--- src/rtl/rs_issue_ctrl.sv ---
// rs_issue_ctrl: issue scheduler for the Tomasulo-style core.
// Decodes the word offered by the instruction queue, allocates the lowest
// free adder reservation station (ADD/SUB) or memory buffer (LD/SD), and
// renames sources through an 8-entry register status table (RST).
// Stations and RST entries are released on common data bus broadcasts.
// Tags: 0 = ready, 1..ADD_RS = adder stations, ADD_RS+1..ADD_RS+MEM_RS = memory buffers.
// Optional macro ISSUE_STATS_EN adds saturating issue/stall counters on
// stat_issued / stat_stalls. Without it those ports are tied to zero.
module rs_issue_ctrl #(
   parameter int ADD_RS = 3,
   parameter int MEM_RS = 2
) (
   input  logic              clock,
   input  logic              reset,
   input  logic              instr_valid,
   input  logic [2:0]        opcode,
   input  logic [2:0]        RX,
   input  logic [2:0]        RY,
   input  logic [2:0]        RZ,
   input  logic [3:0]        immediate,
   input  logic              cdb_valid,
   input  logic [2:0]        cdb_tag,
   output logic              stall,
   output logic              issue_valid,
   output logic              issue_unit,
   output logic [2:0]        issue_tag,
   output logic [2:0]        issue_op,
   output logic [2:0]        issue_qj,
   output logic [2:0]        issue_qk,
   output logic [2:0]        issue_rj,
   output logic [2:0]        issue_rk,
   output logic [3:0]        issue_imm,
   output logic [ADD_RS-1:0] add_busy,
   output logic [MEM_RS-1:0] mem_busy,
   output logic [15:0]       stat_issued,
   output logic [15:0]       stat_stalls
);

   localparam int NSLOT = ADD_RS + MEM_RS;

   // Occupancy and rename state
   logic [ADD_RS-1:0] add_busy_q, add_busy_d;
   logic [MEM_RS-1:0] mem_busy_q, mem_busy_d;
   logic [2:0]        rst_q [8];
   logic [2:0]        rst_d [8];

   // Decode results
   logic       need_alloc;
   logic       is_mem;
   logic       is_ld;
   logic       is_sd;
   logic       unit_full;
   logic       stall_c;
   logic       do_issue;
   logic       writes_dest;
   logic [2:0] add_sel_tag;
   logic [2:0] mem_sel_tag;
   logic [2:0] alloc_tag;
   logic [2:0] src_k;
   logic [2:0] qj_c;
   logic [2:0] qk_c;
   logic [2:0] rk_c;
   logic       cdb_hit;

   // A producer tag that completes on the CDB this cycle is already ready.
   function automatic logic [2:0] bypass(input logic [2:0] producer,
                                         input logic       bus_valid,
                                         input logic [2:0] bus_tag);
      if (bus_valid && (bus_tag == producer))
         return 3'd0;
      return producer;
   endfunction

   // Decode the offered word and decide between stall and issue
   always_comb begin
      need_alloc  = instr_valid & ~opcode[2];
      is_mem      = (opcode == 3'b010) || (opcode == 3'b011);
      is_ld       = (opcode == 3'b010);
      is_sd       = (opcode == 3'b011);
      unit_full   = is_mem ? (&mem_busy_q) : (&add_busy_q);
      stall_c     = need_alloc & unit_full;
      do_issue    = need_alloc & ~unit_full;
      writes_dest = do_issue & ~is_sd;
      cdb_hit     = cdb_valid && (cdb_tag != 3'd0) && (cdb_tag <= 3'(NSLOT));
   end

   // Lowest-index free slot of each unit (the downward scan leaves the lowest)
   always_comb begin
      add_sel_tag = 3'd0;
      mem_sel_tag = 3'd0;
      for (int i = ADD_RS - 1; i >= 0; i--) begin
         if (!add_busy_q[i])
            add_sel_tag = 3'(i + 1);
      end
      for (int m = MEM_RS - 1; m >= 0; m--) begin
         if (!mem_busy_q[m])
            mem_sel_tag = 3'(ADD_RS + 1 + m);
      end
      alloc_tag = is_mem ? mem_sel_tag : add_sel_tag;
   end

   // Source renaming: SD reads its store data from RX; LD has no second source
   always_comb begin
      src_k = is_sd ? RX : RZ;
      qj_c  = bypass(rst_q[RY], cdb_valid, cdb_tag);
      qk_c  = is_ld ? 3'd0 : bypass(rst_q[src_k], cdb_valid, cdb_tag);
      rk_c  = is_ld ? 3'd0 : src_k;
   end

   // Next occupancy: CDB release first, then allocation so a new owner wins
   always_comb begin
      add_busy_d = add_busy_q;
      mem_busy_d = mem_busy_q;
      for (int i = 0; i < ADD_RS; i++) begin
         if (cdb_hit && (cdb_tag == 3'(i + 1)))
            add_busy_d[i] = 1'b0;
         if (do_issue && !is_mem && (add_sel_tag == 3'(i + 1)))
            add_busy_d[i] = 1'b1;
      end
      for (int m = 0; m < MEM_RS; m++) begin
         if (cdb_hit && (cdb_tag == 3'(ADD_RS + 1 + m)))
            mem_busy_d[m] = 1'b0;
         if (do_issue && is_mem && (mem_sel_tag == 3'(ADD_RS + 1 + m)))
            mem_busy_d[m] = 1'b1;
      end
   end

   // Next RST: clear entries produced by the broadcast tag, then rename the destination
   always_comb begin
      for (int r = 0; r < 8; r++) begin
         rst_d[r] = rst_q[r];
         if (cdb_hit && (rst_q[r] == cdb_tag))
            rst_d[r] = 3'd0;
         if (writes_dest && (RX == 3'(r)))
            rst_d[r] = alloc_tag;
      end
   end

   // Occupancy and rename state registers
   always_ff @(posedge clock) begin
      if (reset) begin
         add_busy_q <= '0;
         mem_busy_q <= '0;
         for (int r = 0; r < 8; r++)
            rst_q[r] <= 3'd0;
      end else begin
         add_busy_q <= add_busy_d;
         mem_busy_q <= mem_busy_d;
         for (int r = 0; r < 8; r++)
            rst_q[r] <= rst_d[r];
      end
   end

   // Registered issue record; fields hold between issues, valid pulses for one cycle
   always_ff @(posedge clock) begin
      if (reset) begin
         issue_valid <= 1'b0;
         issue_unit  <= 1'b0;
         issue_tag   <= 3'd0;
         issue_op    <= 3'd0;
         issue_qj    <= 3'd0;
         issue_qk    <= 3'd0;
         issue_rj    <= 3'd0;
         issue_rk    <= 3'd0;
         issue_imm   <= 4'd0;
      end else begin
         issue_valid <= do_issue;
         if (do_issue) begin
            issue_unit <= is_mem;
            issue_tag  <= alloc_tag;
            issue_op   <= opcode;
            issue_qj   <= qj_c;
            issue_qk   <= qk_c;
            issue_rj   <= RY;
            issue_rk   <= rk_c;
            issue_imm  <= immediate;
         end
      end
   end

   assign stall    = stall_c;
   assign add_busy = add_busy_q;
   assign mem_busy = mem_busy_q;

`ifdef ISSUE_STATS_EN
   // Saturating counters of issue pulses and stalled cycles
   always_ff @(posedge clock) begin
      if (reset) begin
         stat_issued <= 16'd0;
         stat_stalls <= 16'd0;
      end else begin
         if (do_issue && (stat_issued != 16'hFFFF))
            stat_issued <= stat_issued + 16'd1;
         if (stall_c && (stat_stalls != 16'hFFFF))
            stat_stalls <= stat_stalls + 16'd1;
      end
   end
`else
   assign stat_issued = 16'd0;
   assign stat_stalls = 16'd0;
`endif

endmodule
--- config.mk ---
export PLATFORM = sky130hd
export DESIGN_NAME = rs_issue_ctrl
export DESIGN_NICKNAME = d
export VERILOG_FILES = /design/src/rtl/rs_issue_ctrl.sv
export SDC_FILE = /design/constraint.sdc
export NUM_CORES = 1
export LEC_CHECK = 0
export ABC_AREA = 1
export CAP_MARGIN = 20
export CORE_MARGIN = 5
export CORE_UTILIZATION = 45
export DETAILED_ROUTE_END_ITERATION = 12
export PLACE_DENSITY = 0.77
export SYNTH_ARGS = -nofsm -noshare
export SYNTH_HDL_FRONTEND = slang
export SYNTH_SLANG_ARGS = --single-unit
export TNS_END_PERCENT = 50
--- constraint.sdc ---
create_clock -name clock -period 1.6 [get_ports clock]
set_input_delay 0.32 -clock clock [delete_from_list [all_inputs] [get_ports clock]]
set_output_delay 0.32 -clock clock [all_outputs]
set_load 0.05 [all_outputs]
Yosys cells after proc, flatten, opt, wreduce, memory -nomap -nowiden
Memory sizes are Yosys's and may differ from the RTL's.
Cells that the tools add are included.
- flip-flop bits (word level): 29
- memory bits (writable): 24
- input bits: 23
- logic and storage cells: 156
- memories kept: 1
- $lt $le $gt $ge: 1
- eq/ne operators: 29
- mux-type cells: 53
- bitwise gates (word level): 15
- reductions and logical operators: 43
- memory list (memory ; words ; width ; rd ports ; clocked after memory_dff ; wr ports ; line ; text):
    rst_q ; 8 ; 3 ; 10 ; 0 ; 8 ; 44 ; logic [2:0] rst_q [8];
- operators by type and width (kind ; number):
    two-way mux 3 bit ; 36
    logical AND 1 bit ; 32
    equality test 3 bit ; 10
    equality test 3 x 2 -> 1 bit, second input constant ; 8
    equality test 3 bit, second input constant ; 8
    two-way mux 1 bit ; 16
    nonzero test 2 bit ; 5
    equality test 3 x 1 -> 1 bit, second input constant ; 3
    bitwise OR 1 bit ; 8
    AND 1 bit ; 4
    <= comparator 3 bit, second input constant ; 1
    zero test 3 bit ; 1
    inverter 1 bit ; 3
    AND reduction 3 bit ; 1
    nonzero test 3 bit ; 1
    two-way mux 2 bit ; 1
    AND reduction 2 bit ; 1
    zero test 1 bit ; 1
    logical OR 1 bit ; 1

Depth between registers and ports, before layout
- depth in word-level cells: 9
- mapped depth: 15
- depth with buffers taken out: 14

Worst setup path after synthesis
Ideal clock, no wire load.
- path type: register to output
- start: register mem_busy_q[1] (netlist: mem_busy[1])
- end: output stall
- data arrival time: 1.720 ns
- data required time: 1.280 ns
- setup slack: -0.440 ns
- stages on the path, launching flop included: 5
- path buffers: 0
- cells stage by stage: dfxtp_1 > inv_1 > o21ai_2 > o21ai_2 > nor2_1
- cells in the longest elaborated chain, start to end: 3
- ends and longest elaborated chain (element ; line ; text):
    from (decl) ; 43 ; logic [MEM_RS-1:0] mem_busy_q, mem_busy_d;
    from (signal assigned) ; 148 ; mem_busy_q <= mem_busy_d;
    AND reduction 2 bit ; 80 ; unit_full = is_mem ? (&mem_busy_q) : (&add_busy_q);
    two-way mux 1 bit ; 80 ;
    AND 1 bit ; 81 ; stall_c = need_alloc & unit_full;
    to (decl) ; 23 ; output logic stall,
No other way between the ends.

Worst setup path in the final report
Same ends and word-level chain as after synthesis.

==> key figures <==
Critical path
  • Worst-path fanout max: 3
  • Critical Path Start Type: flop
  • Worst Setup End Kind: output port
  • Crit Path Class: flop to output port
  • Critical Path AT: ~1.3 ns
  • Worst EP required: about 1.3 ns

Die
  • Die Wd: about 96 µm
  • Core ar.: ~7200 µm²
  • Die Height: 95.68 µm
  • Die Footprint: between 9000 and 10,000 µm²
  • # IOs: between 80 and 90
  • Floorplan row count: 31
  • Starting Density: 0.4579

Synthesis
  • FFs w/ async S/R, synth: 0
  • Sequential-to-total area share from yosys stat: 0.3212
  • EDFF count, synth: 0
  • Top-count cell post-synth: nand2_1
  • Synth area leader: dfxtp_1
  • Share of the synthesized area in the top cell type: 0.3212
  • Netlist cell types: 36
  • Yosys reg bits: 53
  • Cells after Synth: approximately 490
  • Synth top area cells: dfxtp_1, nand2_1, buf_4
  • Ys Warns: 0
  • Post-synth top flop: dfxtp_1
  • Most frequent cells after synthesis: nand2_1, dfxtp_1, nor2_1, a21oi_1, buf_4
  • Synth Area per Inst: between 6 and 7 µm²
  • Syn Std Cell Area: ~3300 µm²

Timing
  • Max-slew violation count: 0
  • Final Cycle Share: 1.035
  • Final setup viols: 1
  • RSZ-0062 raised after global routing: true
  • Min Tclk post-route: between 1.5 and 2 ns
  • Worst Clk Skew: around 0.013 ns
  • FMAX: slightly above 600 MHz
  • Worst setup margin: -0.05643 ns
  • Final hold violations: 0

Detailed routing
  • DR pass1 iterations: 6
  • Initial DRC count: around 200
  • Post-detailed-route via-to-cell ratio: about 5.1
  • Avg WL per Cell: around 15 µm
  • Via count: 3,706
  • Antenna violation net count after detailed routing: 0
  • Detailed-route DRC error count: 0
  • WL final: 10.77 mm

Clock network
  • CTS H-tree lvls: 2
  • CTS tree: done
  • Root Buffer: clkbuf_8
  • CTS buffer count: 5
  • Maximum clock path buffer count: 2
  • Clk_lat worst skew: roughly 0.32 ns
  • Clk slew on worst S/H paths: between 0.1 and 0.15 ns
  • Sink Count: between 50 and 60

Run
  • # Max-Cap Violations: 0

Power and ir drop
  • VDD IR-drop max: between 300 and 400 µV
  • Power Density: 710.7 nW/µm²
  • Cell leakage power: between 2 and 2.5 nW

Global route
  • Largest net degree at the start of global routing: 37
  • Number of global-route vias before repair: roughly 3,400
  • GRT Overall Usage: 0.2282
  • Initial antenna violation count: 0
  • Grt ovf: 0
  • First-pass GRT wire length: between 15 and 20 mm

Placed design
  • GPL Wtd Cong: 0.9323
  • DP HPWL: between 7 and 8 mm
  • Placed cell areas: between 4000 and 5000 µm²
  • IO buf count: 52

Finish
  • Layout cell share with drive strength beyond 1: 0.3617
  • # nets final: about 640
  • N_diodes: 0
  • Fin util: 0.6585
  • Area delta synth->final: 43.83%
  • Final instance area: around 4800 µm²

Run status
  • Failing checks: negative setup slack
  • Outcome: complete, but fails checks

Worst hold path
  • Min-Delay Path Class: input port to flop
[layout by cell type (no fill, tap or decap), drive strengths merged, types with 2 or more instances in the layout]
master / count
xnor2: 22
o22ai: 3
nand2: 137
clkdlybuf4s50: 12
nor2: 53
dlymetal6s2s: 2
dlygate4sd2: 3
inv: 34
nand3: 39
clkinvlp: 2
nand4: 8
conb: 32
clkbuf: 9
clkinv: 7
xor2: 3
buf: 114
a21oi: 44
dfxtp: 53
o21ai: 36
[repair_timing]
action                                  4_1_cts  5_1_grt
buffers inserted                             11        7
hold buffers                                  0        0
gates cloned                                  1        1
pin swaps                                     8       19
hold endpoints to repair                      0        0
endpoints found under the setup margin       49       32
gates resized for setup                      37       72
[worst max-delay path: stages (launching register included)]
cell	delay (ns)
dfxtp_4	0.36
inv_2	0.04
o21ai_2	0.15
o21ai_2	0.09
buf_4	0.14
nor2_4	0.10
buf_12	0.14
[flip-flops by register name (all words and copies together), names as in the netlist, 3 cells and up]
signal / count
issue_rj: 3
rst_q: 24
issue_op: 3
issue_qk: 3
add_busy: 3
issue_rk: 3
issue_imm: 4
issue_qj: 3
issue_tag: 3
[metrics by stage]
step	cells	hold slack, ns	setup slack, ns	power (mW)	setup TNS, ns
floorplan	525	0.4725	-0.008418	2.084	-0.02461
global placement	693	0.4316	-0.7861	2.352	-27.04
detailed placement	693	0.4352	-0.8054	2.363	-29.64
CTS	713	0.4488	-0.05557	3.335	-0.05557
global route	721	0.4557	-0.1241	3.530	-1.911
finish	721	0.4454	-0.05643	3.376	-0.05643
[final timing paths]
path,start,end,slack [ns],cells past startpoint
hold reg to reg,issue_op[2]$_SDFFE_PP0P_,issue_op[2]$_SDFFE_PP0P_,0.45,2
setup / recovery,mem_busy[1]$_SDFFE_PP0P_,stall,-0.06,6
setup reg to reg,add_busy[2]$_SDFFE_PP0P_,rst_q[3][1]$_SDFFE_PP0P_,0.03,12
hold / removal,opcode[2],issue_rk[0]$_SDFFE_PP0P_,0.45,3
[kinds of logic (layout without fill, tap and decap cells)]
| kind of cell | after synthesis | in the layout | share of synthesized area |
|---|---|---|---|
| AND/OR/NAND/NOR | 239 | 240 | 0.3227 |
| other | 1 | 32 | 0.001135 |
| buffers and inverters | 88 | 184 | 0.1402 |
| XOR/XNOR | 25 | 25 | 0.06629 |
| flip-flops | 53 | 53 | 0.3212 |
| AO/OA/AOI/OAI | 88 | 88 | 0.1485 |
[routing by layer]
layer	global-route usage	wire, µm	vias up	share of wire
met3	0.04025	874	52	0.081
met5	0	0	-	0
met1	0.2731	4208	1684	0.39
met4	0.09242	467	0	0.043
met2	0.4007	5215	185	0.48
li1	-	-	1785	-
[power by group]
part           switching [mW]  internal [mW]  total [mW]
Combinational           0.691          0.371        1.06
Sequential             0.0248           1.36        1.38
Clock                   0.471          0.461       0.932
Total                    1.19           2.19        3.38
[layout make-up]
cell class                      instances  area, µm²
Timing Repair inverter                  1      7.507
Inverter                               40      155.1
Sequential cell                        53       1076
Timing Repair Buffer                  135       1149
Clock inverter                          3      41.29
Tap cell                               99      123.9
Clock buffer                            5      68.82
Multi-Input combinational cell        385       2130
Fill cell                             600       2464
Note: power is estimated with default switching activity, not from simulation.
